==> config.mk <==
export PLATFORM = sky130hd
export DESIGN_NAME = id_ix_hazard_ctrl_flat
export DESIGN_NICKNAME = d
export VERILOG_FILES = /design/src/rtl/id_ix_hazard_ctrl_if.sv /design/src/rtl/id_ix_hazard_ctrl.sv /design/src/flat_wrapper.sv
export SDC_FILE = /design/constraint.sdc
export NUM_CORES = 1
export LEC_CHECK = 0
export ABC_AREA = 1
export CAP_MARGIN = 20
export CORE_MARGIN = 2
export CORE_UTILIZATION = 40
export CTS_BUF_LIST = sky130_fd_sc_hd__clkbuf_4
export DETAILED_ROUTE_END_ITERATION = 8
export GPL_TIMING_DRIVEN = 0
export PLACE_DENSITY_LB_ADDON = 0.2
export SLEW_MARGIN = 20
export SYNTH_ARGS = -nofsm -noshare
export SYNTH_HDL_FRONTEND = slang
export SYNTH_SLANG_ARGS = --single-unit
export TNS_END_PERCENT = 50
==> constraint.sdc <==
create_clock -name clk -period 5.1 [get_ports clk]
set_clock_uncertainty 0.2 [all_clocks]
set_input_delay 1.02 -clock clk [delete_from_list [all_inputs] [get_ports clk]]
set_output_delay 1.02 -clock clk [all_outputs]
set_load 0.03 [all_outputs]
==> src/rtl/id_ix_hazard_ctrl_if.sv <==
// Signal bundle between the pipeline datapath and the ID/IX hazard controller.
// The datapath (master) reports ID/IX/MEM status; the controller (slave) returns stall/flush controls.
interface id_ix_hazard_ctrl_if;
  logic        id_valid;
  logic [4:0]  id_rs;
  logic [4:0]  id_rt;
  logic        id_uses_rt;
  logic        ix_valid;
  logic [4:0]  ix_dest;
  logic        ix_write_to_reg;
  logic        ix_is_load;
  logic        ix_redirect;
  logic        mem_req;
  logic        mem_ready;
  logic        pc_stall;
  logic        if_id_stall;
  logic        if_id_flush;
  logic        id_ix_stall;
  logic        id_ix_bubble;
  logic        ex_mem_stall;
  logic [31:0] stall_count;
  logic [15:0] redirect_count;
  logic [1:0]  state;

  modport master (
    output id_valid, id_rs, id_rt, id_uses_rt, ix_valid, ix_dest, ix_write_to_reg,
           ix_is_load, ix_redirect, mem_req, mem_ready,
    input  pc_stall, if_id_stall, if_id_flush, id_ix_stall, id_ix_bubble, ex_mem_stall,
           stall_count, redirect_count, state
  );

  modport slave (
    input  id_valid, id_rs, id_rt, id_uses_rt, ix_valid, ix_dest, ix_write_to_reg,
           ix_is_load, ix_redirect, mem_req, mem_ready,
    output pc_stall, if_id_stall, if_id_flush, id_ix_stall, id_ix_bubble, ex_mem_stall,
           stall_count, redirect_count, state
  );
endinterface

==> src/rtl/id_ix_hazard_ctrl.sv <==
// ID/IX hazard controller: load-use bubbles, IX redirect flushes and data-memory wait holds,
// with saturating stall/redirect performance counters.
module id_ix_hazard_ctrl #(
  parameter int unsigned LOAD_STALL_CYCLES = 1
) (
  input logic              clk,
  input logic              rst_n,
  id_ix_hazard_ctrl_if.slave bus
);

  typedef enum logic [1:0] {
    ST_RUN        = 2'd0,
    ST_LOAD_STALL = 2'd1,
    ST_MEM_WAIT   = 2'd2
  } state_t;

  localparam bit         MULTI_STALL = (LOAD_STALL_CYCLES > 32'd1);
  localparam logic [2:0] CNT_INIT    = MULTI_STALL ? 3'(LOAD_STALL_CYCLES - 32'd2) : 3'd0;

  state_t      state_r;
  state_t      state_nxt_s;
  state_t      ret_r;
  state_t      ret_nxt_s;
  logic [2:0]  cnt_r;
  logic [2:0]  cnt_nxt_s;
  logic [31:0] stall_cnt_r;
  logic [15:0] redir_cnt_r;

  logic memwait_s;
  logic lu_hazard_s;
  logic pc_stall_s;
  logic if_id_stall_s;
  logic if_id_flush_s;
  logic id_ix_stall_s;
  logic id_ix_bubble_s;
  logic ex_mem_stall_s;
  logic redirect_take_s;

  assign memwait_s   = bus.mem_req & ~bus.mem_ready;
  // Register 0 is hard-wired, so a load targeting it never creates a dependency.
  assign lu_hazard_s = bus.ix_valid & bus.ix_is_load & bus.ix_write_to_reg &
                       (bus.ix_dest != 5'd0) & bus.id_valid &
                       ((bus.ix_dest == bus.id_rs) | (bus.id_uses_rt & (bus.ix_dest == bus.id_rt)));

  // FSM state, bubble counter and return-state registers.
  always_ff @(posedge clk or negedge rst_n) begin
    if (!rst_n) begin
      state_r <= ST_RUN;
      ret_r   <= ST_RUN;
      cnt_r   <= 3'd0;
    end else begin
      state_r <= state_nxt_s;
      ret_r   <= ret_nxt_s;
      cnt_r   <= cnt_nxt_s;
    end
  end

  // Next-state logic; memwait outranks redirect, which outranks load-use.
  always_comb begin
    state_nxt_s = state_r;
    ret_nxt_s   = ret_r;
    cnt_nxt_s   = cnt_r;
    case (state_r)
      ST_RUN: begin
        if (memwait_s) begin
          state_nxt_s = ST_MEM_WAIT;
          ret_nxt_s   = ST_RUN;
        end else if (bus.ix_redirect) begin
          state_nxt_s = ST_RUN;
        end else if (lu_hazard_s && MULTI_STALL) begin
          state_nxt_s = ST_LOAD_STALL;
          cnt_nxt_s   = CNT_INIT;
        end else begin
          state_nxt_s = ST_RUN;
        end
      end
      ST_LOAD_STALL: begin
        if (memwait_s) begin
          state_nxt_s = ST_MEM_WAIT;
          ret_nxt_s   = ST_LOAD_STALL;
        end else if (cnt_r == 3'd0) begin
          state_nxt_s = ST_RUN;
        end else begin
          cnt_nxt_s = cnt_r - 3'd1;
        end
      end
      ST_MEM_WAIT: begin
        if (bus.mem_ready) begin
          state_nxt_s = ret_r;
        end else begin
          state_nxt_s = ST_MEM_WAIT;
        end
      end
      default: begin
        state_nxt_s = ST_RUN;
        ret_nxt_s   = ST_RUN;
        cnt_nxt_s   = 3'd0;
      end
    endcase
  end

  // Control outputs; forced quiet while reset is asserted.
  always_comb begin
    pc_stall_s      = 1'b0;
    if_id_stall_s   = 1'b0;
    if_id_flush_s   = 1'b0;
    id_ix_stall_s   = 1'b0;
    id_ix_bubble_s  = 1'b0;
    ex_mem_stall_s  = 1'b0;
    redirect_take_s = 1'b0;
    if (!rst_n) begin
      pc_stall_s = 1'b0;
    end else begin
      case (state_r)
        ST_RUN: begin
          if (memwait_s) begin
            pc_stall_s     = 1'b1;
            if_id_stall_s  = 1'b1;
            id_ix_stall_s  = 1'b1;
            ex_mem_stall_s = 1'b1;
          end else if (bus.ix_redirect) begin
            if_id_flush_s   = 1'b1;
            id_ix_bubble_s  = 1'b1;
            redirect_take_s = 1'b1;
          end else if (lu_hazard_s) begin
            pc_stall_s     = 1'b1;
            if_id_stall_s  = 1'b1;
            id_ix_bubble_s = 1'b1;
          end else begin
            pc_stall_s = 1'b0;
          end
        end
        ST_LOAD_STALL: begin
          pc_stall_s    = 1'b1;
          if_id_stall_s = 1'b1;
          if (memwait_s) begin
            id_ix_stall_s  = 1'b1;
            ex_mem_stall_s = 1'b1;
          end else begin
            id_ix_bubble_s = 1'b1;
          end
        end
        ST_MEM_WAIT: begin
          pc_stall_s     = 1'b1;
          if_id_stall_s  = 1'b1;
          id_ix_stall_s  = 1'b1;
          ex_mem_stall_s = 1'b1;
        end
        default: begin
          pc_stall_s = 1'b0;
        end
      endcase
    end
  end

  // Saturating performance counters.
  always_ff @(posedge clk or negedge rst_n) begin
    if (!rst_n) begin
      stall_cnt_r <= 32'd0;
      redir_cnt_r <= 16'd0;
    end else begin
      if (pc_stall_s && (stall_cnt_r != 32'hFFFF_FFFF)) begin
        stall_cnt_r <= stall_cnt_r + 32'd1;
      end
      if (redirect_take_s && (redir_cnt_r != 16'hFFFF)) begin
        redir_cnt_r <= redir_cnt_r + 16'd1;
      end
    end
  end

  assign bus.pc_stall       = pc_stall_s;
  assign bus.if_id_stall    = if_id_stall_s;
  assign bus.if_id_flush    = if_id_flush_s;
  assign bus.id_ix_stall    = id_ix_stall_s;
  assign bus.id_ix_bubble   = id_ix_bubble_s;
  assign bus.ex_mem_stall   = ex_mem_stall_s;
  assign bus.stall_count    = stall_cnt_r;
  assign bus.redirect_count = redir_cnt_r;
  assign bus.state          = state_r;

endmodule
==> src/flat_wrapper.sv <==
// flat-port wrapper written by rule: the top's interface ports become plain ports
module id_ix_hazard_ctrl_flat 
#(
  parameter int unsigned LOAD_STALL_CYCLES = 1
)
  (clk, rst_n, bus_id_valid, bus_id_rs, bus_id_rt, bus_id_uses_rt, bus_ix_valid, bus_ix_dest, bus_ix_write_to_reg, bus_ix_is_load, bus_ix_redirect, bus_mem_req, bus_mem_ready, bus_pc_stall, bus_if_id_stall, bus_if_id_flush, bus_id_ix_stall, bus_id_ix_bubble, bus_ex_mem_stall, bus_stall_count, bus_redirect_count, bus_state);
  id_ix_hazard_ctrl_if bus_i ();
  input logic clk;
  input logic rst_n;
  input wire logic [$bits(bus_i.id_valid)-1:0] bus_id_valid;
  input wire logic [$bits(bus_i.id_rs)-1:0] bus_id_rs;
  input wire logic [$bits(bus_i.id_rt)-1:0] bus_id_rt;
  input wire logic [$bits(bus_i.id_uses_rt)-1:0] bus_id_uses_rt;
  input wire logic [$bits(bus_i.ix_valid)-1:0] bus_ix_valid;
  input wire logic [$bits(bus_i.ix_dest)-1:0] bus_ix_dest;
  input wire logic [$bits(bus_i.ix_write_to_reg)-1:0] bus_ix_write_to_reg;
  input wire logic [$bits(bus_i.ix_is_load)-1:0] bus_ix_is_load;
  input wire logic [$bits(bus_i.ix_redirect)-1:0] bus_ix_redirect;
  input wire logic [$bits(bus_i.mem_req)-1:0] bus_mem_req;
  input wire logic [$bits(bus_i.mem_ready)-1:0] bus_mem_ready;
  output wire logic [$bits(bus_i.pc_stall)-1:0] bus_pc_stall;
  output wire logic [$bits(bus_i.if_id_stall)-1:0] bus_if_id_stall;
  output wire logic [$bits(bus_i.if_id_flush)-1:0] bus_if_id_flush;
  output wire logic [$bits(bus_i.id_ix_stall)-1:0] bus_id_ix_stall;
  output wire logic [$bits(bus_i.id_ix_bubble)-1:0] bus_id_ix_bubble;
  output wire logic [$bits(bus_i.ex_mem_stall)-1:0] bus_ex_mem_stall;
  output wire logic [$bits(bus_i.stall_count)-1:0] bus_stall_count;
  output wire logic [$bits(bus_i.redirect_count)-1:0] bus_redirect_count;
  output wire logic [$bits(bus_i.state)-1:0] bus_state;
  assign bus_i.id_valid = bus_id_valid;
  assign bus_i.id_rs = bus_id_rs;
  assign bus_i.id_rt = bus_id_rt;
  assign bus_i.id_uses_rt = bus_id_uses_rt;
  assign bus_i.ix_valid = bus_ix_valid;
  assign bus_i.ix_dest = bus_ix_dest;
  assign bus_i.ix_write_to_reg = bus_ix_write_to_reg;
  assign bus_i.ix_is_load = bus_ix_is_load;
  assign bus_i.ix_redirect = bus_ix_redirect;
  assign bus_i.mem_req = bus_mem_req;
  assign bus_i.mem_ready = bus_mem_ready;
  assign bus_pc_stall = bus_i.pc_stall;
  assign bus_if_id_stall = bus_i.if_id_stall;
  assign bus_if_id_flush = bus_i.if_id_flush;
  assign bus_id_ix_stall = bus_i.id_ix_stall;
  assign bus_id_ix_bubble = bus_i.id_ix_bubble;
  assign bus_ex_mem_stall = bus_i.ex_mem_stall;
  assign bus_stall_count = bus_i.stall_count;
  assign bus_redirect_count = bus_i.redirect_count;
  assign bus_state = bus_i.state;
  id_ix_hazard_ctrl #(.LOAD_STALL_CYCLES(LOAD_STALL_CYCLES)) u_core (.clk(clk), .rst_n(rst_n), .bus(bus_i));
endmodule
==> results.toml <==
[final_layout]
design_area_mm2 = 0.00476
layout_common_cells = "192 x nand2_1, 79 x clkdlybuf4s50_1, 70 x nor2_1, 65 x inv_1, 54 x dfrtp_1"
fill_cells = 901
regArea_mm2 = 0.00135
syn_to_final_growth_pct = 26.9
layout_commonest_cell = "nand2_1"
layout-drive-gt1-share_pct = 4.23
fin_nets = 671
antenna_cells = 0
multi_input_area_mm2 = 0.00206

[yosys]
ys.flop_type = "dfrtp_1"
synth_cells = 550
ys_types = 29
synth_fp_nets = 584
yosys_warnings = 0
seq_area_frac_synth_pct = 36.0
synth_edf_count = 0
synth-seq-cells = 54
syn_avg_cell_area_um2 = 6.82
syn_area_mm2 = 0.00375
async_flop_share_pct = 100

[sta]
finalSetupViolCount = 0
worst-slew-pin-transition_ns = 0.540
drv_slew = 0
max-slew-margin-rel_pct = 64.0
fmax_ghz = 0.215
min_period_over_period_pct = 91.1
hold_viol = 0
rsz0062_at_grt = "no"
fin_crit_ns = 4.65
holdWs_ns = 0.311

[pwr]
p_per_area_mw_per_mm2 = 251
cellLeakagePower_uw = 0.00225
ir_drop_mv = 0.270
p_total_uw = 1200

[clock_network]
clk_pin_slew_ns = 0.18
root_buffer = "clkbuf_4"
cts_sinks = 54
ctsHoldBuffers = 0
numCtsBuffers = 5
clock_latency_ns = 0.39
cts_tree = "built"
cts_htree_levels = 2
cts_buffer_depth = 2

[critical_path]
cpMaxStageDelayCell = "clkdlybuf4s50_1"
startpoint = "rst_n"
critPathMaxFanout = 57
worst_setup_path_end_kind = "output port"
crit_buf_inv = 5
cp-start-kind = "input pin"
crit_required_ns = 3.88
cp_top_family = "buffers and inverters"
crit_chain = "buf_6 > inv_1 > nor2_1 > clkbuf_1 > a21boi_0 > buf_4 > clkdlybuf4s50_1"
critical_path_class = "input pin to output port"
critPathMaxStageDelay_ns = 0.66
cp_data_arrival_time_ns = 3.43
rr_startpoint = "u_core.bus.state[1]"

[place]
place_hpwl_mm = 7.87
portBuffers = 80
placed_cell_area_mm2 = 0.00469
gp_congestion = 0.975

[routing]
drc_errors = 0
vias = 3788
routed_via_density = 5.06
drt_wl_total_mm = 10.2
first_pass_iters = 4
wl_per_cell_um = 13.6
ant_nets = 0
drtIter0Drc = 129

[global_routing]
grt_overflow = 0
first_global_vias = 3742
grt_max_degree = 58
grt_pass1_wl_mm = 17.5
antenna_found_initial = 0
grt.total_usage_pct = 21.4

[floorplan]
die-width_um = 101
core_area_mm2 = 0.00915
die_height_um = 101
num_rows = 35
start_util_pct = 41.0
dieArea_mm2 = 0.0102
io_pins = 81

[flow_run]
max-cap-violations = 0

[min_path]
min_from = "u_core.bus.redirect_count[15]"
hold_class = "flop to flop"

[outcome]
status = "finished clean"
-- synthesized netlist by cell type, drive strengths merged (4+ instances only) --
master | instances | area share [%]
a21oi | 4 | 0.53
buf | 9 | 1.7
clkbuf | 5 | 0.50
dfrtp | 54 | 36
ha | 9 | 3.0
inv | 69 | 6.9
nand2 | 193 | 19
nand3 | 31 | 4.4
nand3b | 5 | 1.0
nand4 | 41 | 7.2
nor2 | 71 | 7.3
nor3 | 12 | 1.9
o21ai | 7 | 0.93
xnor2 | 20 | 4.7
xor2 | 15 | 3.5
-- worst reg2reg max path: cells and delay by family (launching register included) --
family / cells / cell delay [ns]
buffers and inverters: 4 / 0.74
AND/OR/NAND/NOR: 6 / 0.59
adder cells (fa/ha/maj): 1 / 0.24
AO/OA/AOI/OAI: 1 / 0.08
flip-flops: 1 / 0.50
-- sequential cells by signal, summed over array words and instances (netlist names) --
| name | cells |
|---|---|
| u_core.cnt_r | 3 |
| u_core.bus.state | 2 |
| u_core.bus.redirect_count | 16 |
| u_core.ret_r | 1 |
| u_core.bus.stall_count | 32 |
-- worst paths after layout --
check / endpoint / slack (ns) / depth (start not counted)
max in group asynchronous: u_core.bus.stall_count[29] / 3.98 / 1
setup reg to reg: u_core.bus.stall_count[19] / 2.70 / 12
hold / removal: u_core.bus.redirect_count[15] / 0.31 / 1
min in group asynchronous: u_core.bus.stall_count[8] / 0.34 / 1
setup / recovery: bus_pc_stall / 0.45 / 7
hold reg to reg: u_core.bus.redirect_count[15] / 0.31 / 1
-- power by group --
group,switching [uW],internal (uW)
Clock,159,60.4
Sequential,64.9,475
Combinational,267,169
Total,491,704
-- per-stage QoR --
stage / utilization (%) / setup TNS (ns) / setup WS (ns) / std cells
floorplan: - / 0 / 1.21 / 550
global placement: 51.2 / -5.64 / -1.57 / 741
detailed placement: 51.2 / 0 / 0.202 / 741
CTS: 51.9 / 0 / 0.187 / 749
global route: 52.0 / 0 / 0.143 / 749
finish: 52.0 / 0 / 0.454 / 749
-- cell families after synthesis --
| family | share of synthesized area (%) |
|---|---|
| AOI/OAI and AO/OA | 2.44 |
| and+or+nand+nor | 41.2 |
| xor gates and xnor gates | 8.18 |
| adders and majority gates | 3.00 |
| buffers and inverters | 9.11 |
| DFF | 36.0 |
-- per-layer routing --
layer	global-route usage, %	share of wire [%]
met5	0	0
met4	5.58	1.5
met3	3.47	4.1
met2	37.6	49
met1	27.3	45
-- area by class of cell --
class                           count  area share, %
Buffer                             14           1.74
Clock buffer                        5          0.789
Clock inverter                      3          0.605
Inverter                           69           5.44
Multi-Input combinational cell    413           43.2
Sequential cell                    54           28.4
Tap cell                          111           2.92
Timing Repair Buffer               80           16.9
-- what timing repair did --
item	CTS	global route
resized for setup	0	1
endpoints found under the setup margin	0	1
setup buffers	0	0
Note: power is estimated with default switching activity, not from simulation.
